File: config.mk
export PLATFORM = sky130hd
export DESIGN_NAME = pc_unit_flat
export DESIGN_NICKNAME = d
export VERILOG_FILES = /design/src/rtl/pc_pkg.sv /design/src/rtl/pc_unit_if.sv /design/src/rtl/ras_stack.sv /design/src/rtl/pc_unit.sv /design/src/flat_wrapper.sv
export SDC_FILE = /design/constraint.sdc
export NUM_CORES = 1
export LEC_CHECK = 0
export BUFFER_PORTS_ARGS = -buffer_cell sky130_fd_sc_hd__buf_2
export CAP_MARGIN = 30
export CORE_ASPECT_RATIO = 2
export CORE_MARGIN = 5
export CORE_UTILIZATION = 35
export CTS_CLUSTER_DIAMETER = 150
export CTS_CLUSTER_SIZE = 14
export DETAILED_ROUTE_END_ITERATION = 12
export GPL_TIMING_DRIVEN = 0
export PLACE_DENSITY = 0.64
export RECOVER_POWER = 100
export SYNTH_ARGS = -nofsm -noshare
export SYNTH_HDL_FRONTEND = slang
export SYNTH_SLANG_ARGS = --single-unit
File: constraint.sdc
create_clock -name CLK -period 7.25 [get_ports CLK]
set_input_delay 0.3625 -clock CLK [delete_from_list [all_inputs] [get_ports CLK]]
set_output_delay 0.3625 -clock CLK [all_outputs]
set_load 0.02 [all_outputs]
File: src/rtl/pc_pkg.sv
// pc_pkg: shared types and constants for the fetch-stage program-counter unit.
//   pc_state_t  : fetch FSM states (BOOT, RUN, HALT).
//   pc_sel_t    : which next-PC source won the priority decode in a cycle.
//   INST_BYTES  : sequential fetch stride.
//   DEFAULT_*   : default reset and trap vectors for 32-bit configurations.
package pc_pkg;

  typedef enum logic [1:0] {
    BOOT = 2'd0,
    RUN  = 2'd1,
    HALT = 2'd2
  } pc_state_t;

  // Next-PC source, listed from lowest to highest priority after HOLD.
  typedef enum logic [2:0] {
    SEL_HOLD     = 3'd0,
    SEL_SEQ      = 3'd1,
    SEL_RET      = 3'd2,
    SEL_CALL     = 3'd3,
    SEL_REDIRECT = 3'd4,
    SEL_TRAP     = 3'd5
  } pc_sel_t;

  localparam int unsigned INST_BYTES = 4;

  localparam logic [31:0] DEFAULT_RESET_VECTOR = 32'h0000_0000;
  localparam logic [31:0] DEFAULT_TRAP_VECTOR  = 32'h0000_0100;

endpackage

File: src/rtl/pc_unit_if.sv
// pc_unit_if: bundle between the PC unit, the branch/trap logic and the fetch port.
//   Control in : pcReady, stall, halt, trap, redirect, redirectTarget,
//                predCall, predRet, predTarget
//   Fetch out  : PC, pcValid
//   Status out : rasEmpty, rasFull
// master = the PC unit (issues fetch requests), slave = the fetch/control side.
interface pc_unit_if #(
  parameter int unsigned XLEN = 32
) ();

  logic            pcReady;
  logic            stall;
  logic            halt;
  logic            trap;
  logic            redirect;
  logic [XLEN-1:0] redirectTarget;
  logic            predCall;
  logic            predRet;
  logic [XLEN-1:0] predTarget;

  logic [XLEN-1:0] PC;
  logic            pcValid;
  logic            rasEmpty;
  logic            rasFull;

  modport master (
    input  pcReady,
    input  stall,
    input  halt,
    input  trap,
    input  redirect,
    input  redirectTarget,
    input  predCall,
    input  predRet,
    input  predTarget,
    output PC,
    output pcValid,
    output rasEmpty,
    output rasFull
  );

  modport slave (
    output pcReady,
    output stall,
    output halt,
    output trap,
    output redirect,
    output redirectTarget,
    output predCall,
    output predRet,
    output predTarget,
    input  PC,
    input  pcValid,
    input  rasEmpty,
    input  rasFull
  );

endinterface

File: src/rtl/ras_stack.sv
// ras_stack: circular return-address stack.
//   CLK, RES_N : clock, asynchronous active-low reset (clears the count only)
//   push       : write pushData on top; when full the oldest entry is overwritten
//   pop        : drop the top entry; ignored when empty or when push is also set
//   flush      : discard all entries; wins over push and pop
//   pushData   : address to push
//   top        : most recently pushed live entry (meaningless when empty)
//   empty/full : count == 0 / count == RAS_DEPTH
module ras_stack #(
  parameter int unsigned XLEN      = 32,
  parameter int unsigned RAS_DEPTH = 4
) (
  input  logic            CLK,
  input  logic            RES_N,
  input  logic            push,
  input  logic            pop,
  input  logic            flush,
  input  logic [XLEN-1:0] pushData,
  output logic [XLEN-1:0] top,
  output logic            empty,
  output logic            full
);

  localparam int unsigned PtrW = $clog2(RAS_DEPTH);
  localparam int unsigned CntW = PtrW + 1;
  localparam logic [CntW-1:0] CntMax = CntW'(RAS_DEPTH);

  if ((RAS_DEPTH < 2) || ((RAS_DEPTH & (RAS_DEPTH - 1)) != 0)) begin : g_bad_depth
    $error("ras_stack: RAS_DEPTH must be a power of two and at least 2");
  end

  // sp_q points at the slot the next push writes; the top lives one below it.
  // With a power-of-two depth the pointer simply wraps, so a push while full
  // lands on the oldest entry.
  logic [PtrW-1:0] sp_q, sp_d;
  logic [CntW-1:0] cnt_q, cnt_d;
  logic [XLEN-1:0] mem_q [RAS_DEPTH];
  logic            do_push;
  logic            do_pop;

  assign empty = (cnt_q == '0);
  assign full  = (cnt_q == CntMax);
  assign top   = mem_q[sp_q - PtrW'(1)];

  assign do_push = push && !flush;
  assign do_pop  = pop && !push && !flush && !empty;

  always_comb begin
    sp_d  = sp_q;
    cnt_d = cnt_q;
    if (flush) begin
      sp_d  = '0;
      cnt_d = '0;
    end else if (do_push) begin
      sp_d = sp_q + PtrW'(1);
      if (!full) begin
        cnt_d = cnt_q + CntW'(1);
      end
    end else if (do_pop) begin
      sp_d  = sp_q - PtrW'(1);
      cnt_d = cnt_q - CntW'(1);
    end
  end

  always_ff @(posedge CLK or negedge RES_N) begin
    if (!RES_N) begin
      sp_q  <= '0;
      cnt_q <= '0;
    end else begin
      sp_q  <= sp_d;
      cnt_q <= cnt_d;
    end
  end

  // Entry storage needs no reset: nothing reads it until it has been pushed.
  always_ff @(posedge CLK) begin
    if (do_push) begin
      mem_q[sp_q] <= pushData;
    end
  end

endmodule

File: src/rtl/pc_unit.sv
// pc_unit: fetch-stage program counter with next-PC priority select and a RAS.
//   CLK, RES_N : clock, asynchronous active-low reset
//   bus        : pc_unit_if master modport
//     in  pcReady, stall, halt       fetch handshake and pipeline control
//     in  trap, redirect(+Target)    resolved control flow from EX/WB
//     in  predCall/predRet(+Target)  predecoder hints for the current fetch
//     out PC, pcValid                fetch request
//     out rasEmpty, rasFull          return-address stack status
// Next-PC priority: trap > redirect > fire&call > fire&ret > fire > hold.
module pc_unit
  import pc_pkg::*;
#(
  parameter int unsigned     XLEN         = 32,
  parameter logic [XLEN-1:0] RESET_VECTOR = XLEN'(DEFAULT_RESET_VECTOR),
  parameter logic [XLEN-1:0] TRAP_VECTOR  = XLEN'(DEFAULT_TRAP_VECTOR),
  parameter int unsigned     RAS_DEPTH    = 4
) (
  input logic       CLK,
  input logic       RES_N,
  pc_unit_if.master bus
);

  localparam logic [1:0] ST_BOOT = BOOT;
  localparam logic [1:0] ST_RUN  = RUN;
  localparam logic [1:0] ST_HALT = HALT;

  logic [1:0]      state_q, state_d;
  logic [XLEN-1:0] pc_q, pc_d;
  logic [XLEN-1:0] pc_seq;
  logic [XLEN-1:0] redirect_pc;
  logic [XLEN-1:0] call_pc;
  logic            fire;
  pc_sel_t         sel;

  logic            ras_push;
  logic            ras_pop;
  logic            ras_flush;
  logic [XLEN-1:0] ras_top;
  logic            ras_empty;
  logic            ras_full;

  // Only bits [XLEN-1:2] of the targets matter; targets are word aligned here.
  logic unused_target_lsbs;
  assign unused_target_lsbs = ^{bus.redirectTarget[1:0], bus.predTarget[1:0]};

  assign pc_seq      = pc_q + XLEN'(INST_BYTES);
  assign redirect_pc = {bus.redirectTarget[XLEN-1:2], 2'b00};
  assign call_pc     = {bus.predTarget[XLEN-1:2], 2'b00};

  assign bus.pcValid  = (state_q == ST_RUN) && !bus.stall && !bus.halt;
  assign fire         = bus.pcValid && bus.pcReady;
  assign bus.PC       = pc_q;
  assign bus.rasEmpty = ras_empty;
  assign bus.rasFull  = ras_full;

  // Priority decode. A trap is ignored only during BOOT; trap and redirect do
  // not depend on fire, so they also override a stalled or un-accepted fetch.
  always_comb begin
    sel = SEL_HOLD;
    if (bus.trap && (state_q != ST_BOOT)) begin
      sel = SEL_TRAP;
    end else if (bus.redirect) begin
      sel = SEL_REDIRECT;
    end else if (fire && bus.predCall) begin
      // Call wins when the predecoder flags both call and return.
      sel = SEL_CALL;
    end else if (fire && bus.predRet) begin
      sel = SEL_RET;
    end else if (fire) begin
      sel = SEL_SEQ;
    end
  end

  always_comb begin
    pc_d      = pc_q;
    ras_push  = 1'b0;
    ras_pop   = 1'b0;
    ras_flush = 1'b0;
    unique case (sel)
      SEL_TRAP: begin
        pc_d      = TRAP_VECTOR;
        ras_flush = 1'b1;
      end
      SEL_REDIRECT: begin
        pc_d = redirect_pc;
      end
      SEL_CALL: begin
        pc_d     = call_pc;
        ras_push = 1'b1;
      end
      SEL_RET: begin
        // An empty stack has no prediction; fall through sequentially.
        if (!ras_empty) begin
          pc_d    = ras_top;
          ras_pop = 1'b1;
        end else begin
          pc_d = pc_seq;
        end
      end
      SEL_SEQ: begin
        pc_d = pc_seq;
      end
      default: begin
        pc_d = pc_q;
      end
    endcase
  end

  always_comb begin
    state_d = state_q;
    case (state_q)
      ST_BOOT: state_d = ST_RUN;
      ST_RUN: begin
        if (bus.halt && !bus.trap && !bus.redirect) begin
          state_d = ST_HALT;
        end
      end
      ST_HALT: begin
        if (bus.trap || bus.redirect) begin
          state_d = ST_RUN;
        end
      end
      default: state_d = ST_BOOT;
    endcase
  end

  always_ff @(posedge CLK or negedge RES_N) begin
    if (!RES_N) begin
      state_q <= ST_BOOT;
      pc_q    <= RESET_VECTOR;
    end else begin
      state_q <= state_d;
      pc_q    <= pc_d;
    end
  end

  ras_stack #(
    .XLEN      (XLEN),
    .RAS_DEPTH (RAS_DEPTH)
  ) u_ras (
    .CLK      (CLK),
    .RES_N    (RES_N),
    .push     (ras_push),
    .pop      (ras_pop),
    .flush    (ras_flush),
    .pushData (pc_seq),
    .top      (ras_top),
    .empty    (ras_empty),
    .full     (ras_full)
  );

`ifndef SYNTHESIS
  // Fetch relies on PC staying put while it back-pressures a valid request.
  property p_hold_under_backpressure;
    @(posedge CLK) disable iff (!RES_N)
      (bus.pcValid && !bus.pcReady && !bus.trap && !bus.redirect) |=> (pc_q == $past(pc_q));
  endproperty
  a_hold_under_backpressure: assert property (p_hold_under_backpressure);

  property p_flags_exclusive;
    @(posedge CLK) disable iff (!RES_N) !(ras_empty && ras_full);
  endproperty
  a_flags_exclusive: assert property (p_flags_exclusive);

  property p_halt_blocks_fetch;
    @(posedge CLK) disable iff (!RES_N) (state_q == ST_HALT) |-> !bus.pcValid;
  endproperty
  a_halt_blocks_fetch: assert property (p_halt_blocks_fetch);
`endif

endmodule

File: src/flat_wrapper.sv
// flat-port wrapper written by rule: the top's interface ports become plain ports
module pc_unit_flat import pc_pkg::*;
#(
  parameter int unsigned     XLEN         = 32,
  parameter logic [XLEN-1:0] RESET_VECTOR = XLEN'(DEFAULT_RESET_VECTOR),
  parameter logic [XLEN-1:0] TRAP_VECTOR  = XLEN'(DEFAULT_TRAP_VECTOR),
  parameter int unsigned     RAS_DEPTH    = 4
)
  (CLK, RES_N, bus_pcReady, bus_stall, bus_halt, bus_trap, bus_redirect, bus_redirectTarget, bus_predCall, bus_predRet, bus_predTarget, bus_PC, bus_pcValid, bus_rasEmpty, bus_rasFull);
  pc_unit_if #(.XLEN(XLEN)) bus_i ();
  input logic CLK;
  input logic RES_N;
  input wire logic [$bits(bus_i.pcReady)-1:0] bus_pcReady;
  input wire logic [$bits(bus_i.stall)-1:0] bus_stall;
  input wire logic [$bits(bus_i.halt)-1:0] bus_halt;
  input wire logic [$bits(bus_i.trap)-1:0] bus_trap;
  input wire logic [$bits(bus_i.redirect)-1:0] bus_redirect;
  input wire logic [$bits(bus_i.redirectTarget)-1:0] bus_redirectTarget;
  input wire logic [$bits(bus_i.predCall)-1:0] bus_predCall;
  input wire logic [$bits(bus_i.predRet)-1:0] bus_predRet;
  input wire logic [$bits(bus_i.predTarget)-1:0] bus_predTarget;
  output wire logic [$bits(bus_i.PC)-1:0] bus_PC;
  output wire logic [$bits(bus_i.pcValid)-1:0] bus_pcValid;
  output wire logic [$bits(bus_i.rasEmpty)-1:0] bus_rasEmpty;
  output wire logic [$bits(bus_i.rasFull)-1:0] bus_rasFull;
  assign bus_i.pcReady = bus_pcReady;
  assign bus_i.stall = bus_stall;
  assign bus_i.halt = bus_halt;
  assign bus_i.trap = bus_trap;
  assign bus_i.redirect = bus_redirect;
  assign bus_i.redirectTarget = bus_redirectTarget;
  assign bus_i.predCall = bus_predCall;
  assign bus_i.predRet = bus_predRet;
  assign bus_i.predTarget = bus_predTarget;
  assign bus_PC = bus_i.PC;
  assign bus_pcValid = bus_i.pcValid;
  assign bus_rasEmpty = bus_i.rasEmpty;
  assign bus_rasFull = bus_i.rasFull;
  pc_unit #(.XLEN(XLEN), .RESET_VECTOR(RESET_VECTOR), .TRAP_VECTOR(TRAP_VECTOR), .RAS_DEPTH(RAS_DEPTH)) u_core (.CLK(CLK), .RES_N(RES_N), .bus(bus_i));
endmodule
[Word-level counts from Yosys, hierarchy flattened]
Memories as Yosys holds them, arrays and structs flattened.
Index checks and enable logic that the tools add are counted.
Word-level totals
  memories kept: 1
  flip-flop bits (word level): 39
  latch bits: 0
  RAM bits: 128
  output and inout bits: 35
  ROM bits: 0
  logic and storage cells: 71
  input bits: 73
Operators by class
  reductions and logical operators: 27
  div/mod/pow operators: 0
  multiply operators: 0
  eq/ne operators: 11
  muxes and demuxes: 23
  bitwise operators: 0
  add/sub/neg operators: 5
  $lt $le $gt $ge: 0
  shift operators: 0
Memory list
  u_core.u_ras.mem_q: depth 4, width 32, rd ports 1, clocked after memory_dff 0, write ports 1, line ras_stack.sv:37  | logic [XLEN-1:0] mem_q [RAS_DEPTH];
Operators by type and width (count)
  case mux 32 bit (5 select lines): 1
  adder 32 x 3 -> 32 bit, second input constant: 1
  two-way mux 32 bit: 1
  two-way mux 3 bit: 8
  logical AND 1 bit: 12
  two-way mux 2 bit: 5
  equality test 3 bit, second input constant: 3
  logical NOT 1 bit: 7
  two-way mux 1 bit: 7
  equality test 3 x 2 -> 1 bit, second input constant: 2
  case mux 2 bit (3 select lines): 1
  nonzero test 5 bit: 1
  AND reduction 2 bit: 2
  adder 3 x 1 -> 3 bit, second input constant: 1
  equality test 3 x 1 -> 1 bit, second input constant: 1
  logical NOT 3 bit: 1
  inequality test 3 bit, second input constant: 1
  nonzero test 3 bit: 1
  subtractor 3 x 1 -> 3 bit, second input constant: 1
  adder 2 x 1 -> 2 bit, second input constant: 1
  equality test 2 x 1 -> 1 bit, second input constant: 1
  equality test 2 bit, second input constant: 1
  logical NOT 2 bit: 1
  inequality test 2 x 1 -> 1 bit, second input constant: 1
  4 further kinds: 4

[Logic depth before layout (Yosys ltp)]
Gate-level depths: netlist of the first run.
  word-level depth: 18
  mapped depth: 11

[By module]
From an unflattened synthesis of the first run, not the netlist that was laid out.
Second synthesis, totals
  cell total of the unflattened synthesis: 506
  area, all modules: 7716.2 sq um
By module, submodules not included
  ras_stack: sequential area each 3968.8 sq um, area an instance 5062.4 sq um, times used 1, cells an instance 220
  pc_unit: sequential area each 850.8 sq um, area an instance 2653.8 sq um, times used 1, cells an instance 286

[Least setup slack after synthesis of the first run]
Ideal clock, no wire load.
  path kind: register -> register
  start point: register u_core.u_ras.sp_q[0]
  end point: register u_core.pc_q[11] (netlist: u_core.bus.PC[11])
  clock period less this slack: 2.936 ns
  setup time: 0.124 ns
  arrival: 2.812 ns
  path buffers: 5
  setup slack: 4.314 ns
  cell stages (with the launch flop): 12
  cell sequence: dfrtp_1 -> buf_4 -> buf_2 -> buf_2 -> inv_1 -> ha_1 -> clkbuf_1 -> clkbuf_1 -> mux4_2 -> o211ai_1 -> a31oi_1 -> a211o_1
On the way
  cells in the longest elaborated chain, start to end: 4
RTL lines
  from (decl): line ras_stack.sv:35  | logic [PtrW-1:0] sp_q, sp_d;
  from (signal assigned): line ras_stack.sv:70  | sp_q <= sp_d;
  subtractor 2 x 1 -> 2 bit: line ras_stack.sv:43  | assign top = mem_q[sp_q - PtrW'(1)];
  memory read (4 x 32 bit)
  two-way mux 32 bit: line pc_unit.sv:93  | if (!ras_empty) begin
  case mux 32 bit (5 select lines): line pc_unit.sv:79  | unique case (sel)
  to (signal assigned): line pc_unit.sv:133  | pc_q <= pc_d;
  to (decl): line pc_unit.sv:28  | logic [XLEN-1:0] pc_q, pc_d;
Every way passes these cells.
A chain may end at the register's enable or synchronous reset.

[Worst setup path in the final report of the first run]
  start point: register u_core.state_q[1]
  end point: memory u_core.u_ras.mem_q[2][21], enable pin
On the way
  cells in the longest elaborated chain, start to end: 15
RTL lines
  from (decl): line pc_unit.sv:27  | logic [1:0] state_q, state_d;
  from (signal assigned): line pc_unit.sv:132  | state_q <= state_d;
  equality test 2 x 1 -> 1 bit: line pc_unit.sv:50  | assign bus.pcValid = (state_q == ST_RUN) && !bus.stall && !bus.halt;
  logical AND 1 bit (2 in series): line pc_unit.sv:50
  logical AND 1 bit: line pc_unit.sv:51  | assign fire = bus.pcValid && bus.pcReady;
  two-way mux 1 bit / logical AND 1 bit (equally long branches): line pc_unit.sv:69, pc_unit.sv:67
  two-way mux 3 bit: line pc_unit.sv:67  | end else if (fire && bus.predRet) begin
  two-way mux 3 bit: line pc_unit.sv:64  | end else if (fire && bus.predCall) begin
  two-way mux 3 bit: line pc_unit.sv:62  | end else if (bus.redirect) begin
  two-way mux 3 bit (*): line pc_unit.sv:60  | if (bus.trap && (state_q != ST_BOOT)) begin
  equality test 3 bit: line pc_unit.sv:79
  two-way mux 1 bit: line pc_unit.sv:79
  logical NOT 1 bit: line ras_stack.sv:45  | assign do_push = push && !flush;
  logical AND 1 bit (*): line ras_stack.sv:45
  two-way mux 1 bit (*): line ras_stack.sv:77  | if (do_push) begin
  two-way mux 1 bit (implied by the code) (*): line ras_stack.sv:78  | mem_q[sp_q] <= pushData;
  to (decl): line ras_stack.sv:37
Every way passes the cells marked *; elsewhere a longest branch is shown, timed or not.

==> results of run 1 <==
## power breakdown
group          total [mW]  switching [mW]  leakage (nW)  internal, mW
Combinational       0.258           0.162          1.33        0.0963
Sequential           1.09          0.0325          1.70          1.06
Clock               0.870           0.386         0.255         0.484
Total                2.22           0.580          3.28          1.64
## flip-flops by register name (all words and copies together), names as in the netlist
register / count
u_core.bus.PC: 32
u_core.state_q: 2
u_core.u_ras.cnt_q: 3
u_core.u_ras.mem_q: 128
u_core.u_ras.sp_q: 2
## worst max-delay path, cell delays in order, from the launching register on
cell,delay [ns]
dfrtp_1,0.44
or4b_1,0.53
clkbuf_1,0.23
clkinvlp_2,0.30
and4_1,0.22
clkbuf_1,0.49
clkbuf_1,0.53
and2_0,0.96
clkbuf_1,1.11
## worst paths after layout
kind | from | endpoint | slack (ns)
max in group asynchronous | RES_N | u_core.bus.PC[23] | 4.50
worst max register to register | u_core.state_q[1] | u_core.u_ras.mem_q[2][21] | 2.02
worst min register to register | u_core.state_q[0] | u_core.state_q[0] | 0.56
worst min-delay path | bus_predTarget[3] | u_core.bus.PC[3] | 0.14
worst max-delay path | u_core.state_q[1] | u_core.u_ras.mem_q[2][21] | 2.02
min in group asynchronous | RES_N | u_core.bus.PC[12] | 0.44
## kinds of logic (layout without fill, tap and decap cells)
kind of cell	count (synthesis)	count (layout)	share of synthesized area
xor gates and xnor gates	27	27	0.0297
DFF	167	167	0.605
and+or+nand+nor	146	146	0.106
muxes	37	37	0.0968
buffers and inverters	60	198	0.0383
AOI/OAI and AO/OA	106	106	0.113
adders and majority gates	6	6	0.0104
## metrics by stage
step | hold WS, ns | std cells | cell area (µm²) | utilization | worst slack (ns)
2_1_floorplan | 0.0669 | 549 | 7970 | - | 4.31
3_3_place_gp | 0.534 | 929 | 8820 | 0.391 | 3.40
3_5_place_dp | 0.266 | 934 | 8920 | 0.396 | 3.28
4_1_cts | 0.136 | 967 | 9500 | 0.421 | 3.25
5_1_grt | 0.159 | 967 | 9340 | 0.414 | 1.74
6_report | 0.145 | 967 | 9340 | 0.414 | 2.02
## timing repair
item / 4_1_cts / 5_1_grt
resized for setup: 0 / 0
hold buffers: 1 / 0
endpoints found under the hold margin: 9 / 0
## synthesized netlist by cell type, types with 4 or more instances
master	n
o211ai_1	19
nand4_1	22
nand2_1	24
nand3_1	27
and2_1	10
and3_1	10
nor3_1	9
buf_4	6
xor2_1	16
o21ai_0	7
xnor2_1	11
nor2_1	14
ha_1	5
a221o_1	4
nor4_1	6
dfrtp_1	39
mux2i_1	5
a22oi_1	9
buf_2	15
clkbuf_1	17
mux4_2	32
and4_1	12
inv_1	15
edfxtp_1	128
o41a_1	9
a222oi_1	13
a211o_1	8
## routing by layer
metal,vias up,global-route usage,wire [µm]
met5,-,0,0
li1,2505,-,-
met3,58,0.0399,1330
met1,2868,0.204,8170
met2,262,0.334,13000
met4,0,0.103,1180
## cell type report
cell class / count / share of cell area
clock inverter: 13 / 0.0131
inverter: 16 / 0.00657
clock buffer: 19 / 0.0474
buffer: 44 / 0.0229
multi-input combinational: 322 / 0.304
timing repair buffer: 106 / 0.0521
tap: 280 / 0.0375
sequential: 167 / 0.516
==> impl_metrics.yaml, run 1 <==
global_routing:
  grt_pass1_wl_mm: 35.5
  grt_usage: 0.189
  grt_overflow: 0
  grt_max_degree: 31
  grt_pass1_vias: 5909
  antenna_found_initial: 0
timing:
  hold_viol: 0
  fin_crit_sh: 0.722
  rsz0062_at_grt: "false"
  slew_violations: 56
  max_slew_margin: -0.360
  tightest_slew_ns: 2.04
  setup_viol: 0
  tns_ns: 0
  fin_worst_skew_ns: 0.00588
  post-route-min-period_ns: 5.23
  fmax_mhz: 191
worst_setup_path:
  worstSetupPathType: "reg2reg"
  cp_data_required_time_ns: 7.29
  cp.arrival_ns: 5.28
  worstSetupStartpointType: "flip-flop"
  path_max_fanout: 20
  setup.worst_path.end_class: "flip-flop"
  reg2reg_depth: 8
clock_network:
  cts.sinks: 167
  numCtsBuffers: 17
  clk_pin_slew_ns: 0.07
  h-tree-depth: 4
  cts_buffer_depth: 2
  post_cts_buffers: 0
  clock_latency_ns: 0.44
  root_buffer: "clkbuf_16"
  cts_tree: "built"
yosys:
  async_reset_ff_frac: 0.234
  syn_area_per_cell_um2: 14.5
  yosysTopAreaCell: "edfxtp_1"
  synthCells: 549
  synth_area_um2: 7970
  ys_ff_latch: 167
  yosysUniqueCellTypes: 65
  syn_nets: 628
  synth_top_area_frac: 0.483
  ys_warn_count: 0
  synth_area_leaders: "edfxtp_1, dfrtp_1, mux4_2"
  yosysSeqAreaShare: 0.605
  synth_edf_count: 128
  yosys_most_used_dff: "edfxtp_1"
final_layout:
  multi_input_area_um2: 2840
  area_delta_synth_final_pct: 17.2
  num_antenna_cells: 0
  layout.nets: 753
  final_common_cell: "edfxtp_1"
  final_cell_mix: "edfxtp_1, buf_2, clkbuf_1"
  fill_cells: 2102
  drive_above_1_share: 0.226
  seqCellArea_um2: 4820
place:
  numPortBuffers: 100
  gp_congestion: 0.827
  post-dp-hpwl_mm: 17.5
status:
  outcome: "finished with violations"
  violations: "capacitance limit, slew limit"
power:
  power_leakage_nw: 3.28
  power_density_nw_per_um2: 238
  total_power_mw: 2.22
  ir_worst_vdd_v: 0.000156
floorplanning:
  fp.dieW_um: 117
  initial_core_util: 0.353
  coreArea_um2: 22500
  dieHeight_um: 223
  ios: 108
  num_rows: 78
  dieArea_um2: 26100
detailed_routing:
  dr_total_vias: 5693
  first_pass_iters: 5
  drcViolationCount: 0
  wl_mm: 23.7
  ant_nets: 0
  drt_iter0_drc: 356
  viasPerCell: 5.89
  wl_per_cell_um: 24.5
hold_path:
  min_path_cells: 3
  hold_class: "in2reg"
run:
  drv_cap: 3
Power figures use the tool's default switching activity.
==> inputs of run 2 (changes only) <==
Settings changed: PLACE_DENSITY 0.64 to 0.66.
Clock period 7.25 ns to 4.6 ns, I/O delays scaled along.
==> run 2 against run 1 <==
Compared with the run above:
- the flow still finishes with violations (capacitance limit, slew limit)
- clock power rose by 68%
- worst setup slack worse by 1.4 ns
- critical path type unchanged
- die area is the same
- critical endpoint is now u_core.u_ras.mem_q[3][20]
- sequential power up 58%
- via count shrank 0.18%
- flip-flop and latch count stayed put
- highest routed layer unchanged
==> impl_metrics.yaml, run 2 (synthesized netlist as in run 1, its figures left out) <==
worst_setup_path:
  cp_slowest_stage_delay_ns: 0.96
  cp.arrival_ns: 4.10
  crit_path_top_delay_cell: "and2_0"
  setup.worst_path.end_class: "flip-flop"
  startpoint: "u_core.state_q[1]"
  crit_end: "u_core.u_ras.mem_q[3][20]"
  path_cells: "or4b_1 -> clkbuf_1 -> clkinvlp_2 -> and4_1 -> buf_6 -> clkbuf_1 -> and2_0 -> buf_12"
  reg2reg_depth: 8
  cp_data_required_time_ns: 4.73
  worstSetupStartpointType: "flip-flop"
  path_max_fanout: 21
  worstSetupPathType: "reg2reg"
  worstReg2RegEnd: "u_core.u_ras.mem_q[3][20]"
  r2r_start: "u_core.state_q[1]"
  path_common_cell: "clkbuf_1"
  reg2reg_slack_ns: 0.63
global_routing:
  grt_usage: 0.191
  grt_pass1_vias: 5918
  antenna_found_initial: 0
  grt_overflow: 0
  grt_pass1_wl_mm: 36.0
  grt_max_degree: 32
floorplanning:
  dieHeight_um: 223
  initial_core_util: 0.353
  num_rows: 78
  coreArea_um2: 22500
  fp.dieW_um: 117
  ios: 108
  dieArea_um2: 26100
detailed_routing:
  wl_per_cell_um: 24.8
  first_pass_iters: 5
  wl_mm: 24.0
  drcViolationCount: 0
  ant_nets: 0
  dr_total_vias: 5683
  drt_iter0_drc: 574
  viasPerCell: 5.87
final_layout:
  layout.nets: 754
  final_common_cell: "edfxtp_1"
  final_core_util: 0.419
  drive_above_1_share: 0.230
  largest_register: "u_core.u_ras.mem_q"
  num_antenna_cells: 0
  largest_register_ffs: 128
  final_cell_mix: "edfxtp_1, buf_2, clkbuf_1"
  area_delta_synth_final_pct: 18.7
  stdcell_count: 968
clock_network:
  cts_tree: "built"
  numCtsBuffers: 17
  h-tree-depth: 4
  cts_resized: 0
  clk_pin_slew_ns: 0.06
  root_buffer: "clkbuf_16"
  cts.sinks: 167
  cts_buffer_depth: 2
  clock_latency_ns: 0.44
timing:
  slew_violations: 32
  setup_slack_ns: 0.629
  max_slew_margin: -0.396
  fin_worst_skew_ns: 0.00979
  post-route-min-period_ns: 3.97
  fmax_mhz: 252
  rsz0062_at_grt: "false"
  hold_viol: 0
  setup_viol: 0
  tns_ns: 0
  tightest_slew_ns: 2.09
  fin_crit_sh: 0.863
power:
  ir_worst_vdd_v: 0.000242
  power_leakage_nw: 3.36
  p_clk_frac: 0.406
  p_sw_frac: 0.251
  power.share.combinational: 0.115
  p_int_mw: 2.69
  seqPwrFrac: 0.479
  total_power_mw: 3.59
  p_switching_mw: 0.901
  power_density_nw_per_um2: 380
place:
  gp_congestion: 0.823
  pre_cts_ws_ns: 0.644
  post-dp-hpwl_mm: 17.4
  dp.cells: 934
  numPortBuffers: 100
hold_path:
  hold_class: "in2reg"
  min_path_cells: 3
run:
  drv_cap: 1
status:
  outcome: "finished with violations"
  violations: "capacitance limit, slew limit"
==> run 2: changes by cell type in the layout (fill, tap and decap cells not counted), moves of 2 or more <==
cell | before | now
buf_12 | 0 | 4
buf_4 | 4 | 6
bufinv_16 | 1 | 3
clkbuf_1 | 66 | 59
clkinv_1 | 0 | 4
clkinvlp_4 | 7 | 2
==> run 2: metal layers <==
layer	track usage	vias up	wire (µm)
met5	0	-	0
met4	0.105	0	1130
met2	0.337	258	13100
met1	0.209	2874	8420
li1	-	2488	-
met3	0.0366	63	1320
==> run 2: layout make-up <==
type	instances	area [µm²]
Buffer	44	228
Fill cell	2083	13100
Sequential cell	167	4820
Multi-Input combinational cell	322	2840
Timing Repair Buffer	107	561
Inverter	16	61.3
Tap cell	280	350
Clock buffer	19	443
Clock inverter	13	151
==> run 2: worst min-delay path by stage <==
stage / startpoint / end
after floorplan: RES_N / u_core.bus.PC[0]
after global placement: bus_predTarget[6] / u_core.bus.PC[6]
after detailed placement: RES_N / u_core.bus.PC[0]
after CTS: bus_predTarget[4] / u_core.bus.PC[4]
after global routing: bus_predTarget[6] / u_core.bus.PC[6]
final: bus_predTarget[4] / u_core.bus.PC[4]
==> run 2: power groups by stage <==
stage	sequential [mW]	clock (mW)	combinational, mW
2_1_floorplan	1.76	0	0.229
6_report	1.72	1.46	0.412
3_5_place_dp	1.75	0	0.420
5_1_grt	1.73	1.53	0.444
4_1_cts	1.72	1.47	0.423
3_3_place_gp	1.75	0	0.409
==> run 2: timing repair <==
item / CTS / global route
endpoints found under the hold margin: 40 / 0
endpoints found under the setup margin: 0 / 0
buffers inserted: 0 / 0
hold buffers: 2 / 0
==> run 2: worst max-delay path, delay by kind of cell (launching register included) <==
family	cells	cell delay, ns
AND/OR/NAND/NOR	3	1.73
buffers and inverters	5	1.47
flip-flops	1	0.44
==> run 2: stage by stage <==
step	cell area [µm²]	hold WS (ns)
2_1_floorplan	7970	-0.0656
3_3_place_gp	8820	0.455
3_5_place_dp	8920	0.120
4_1_cts	9540	0.00000516
5_1_grt	9450	0.0146
6_report	9450	0.0185
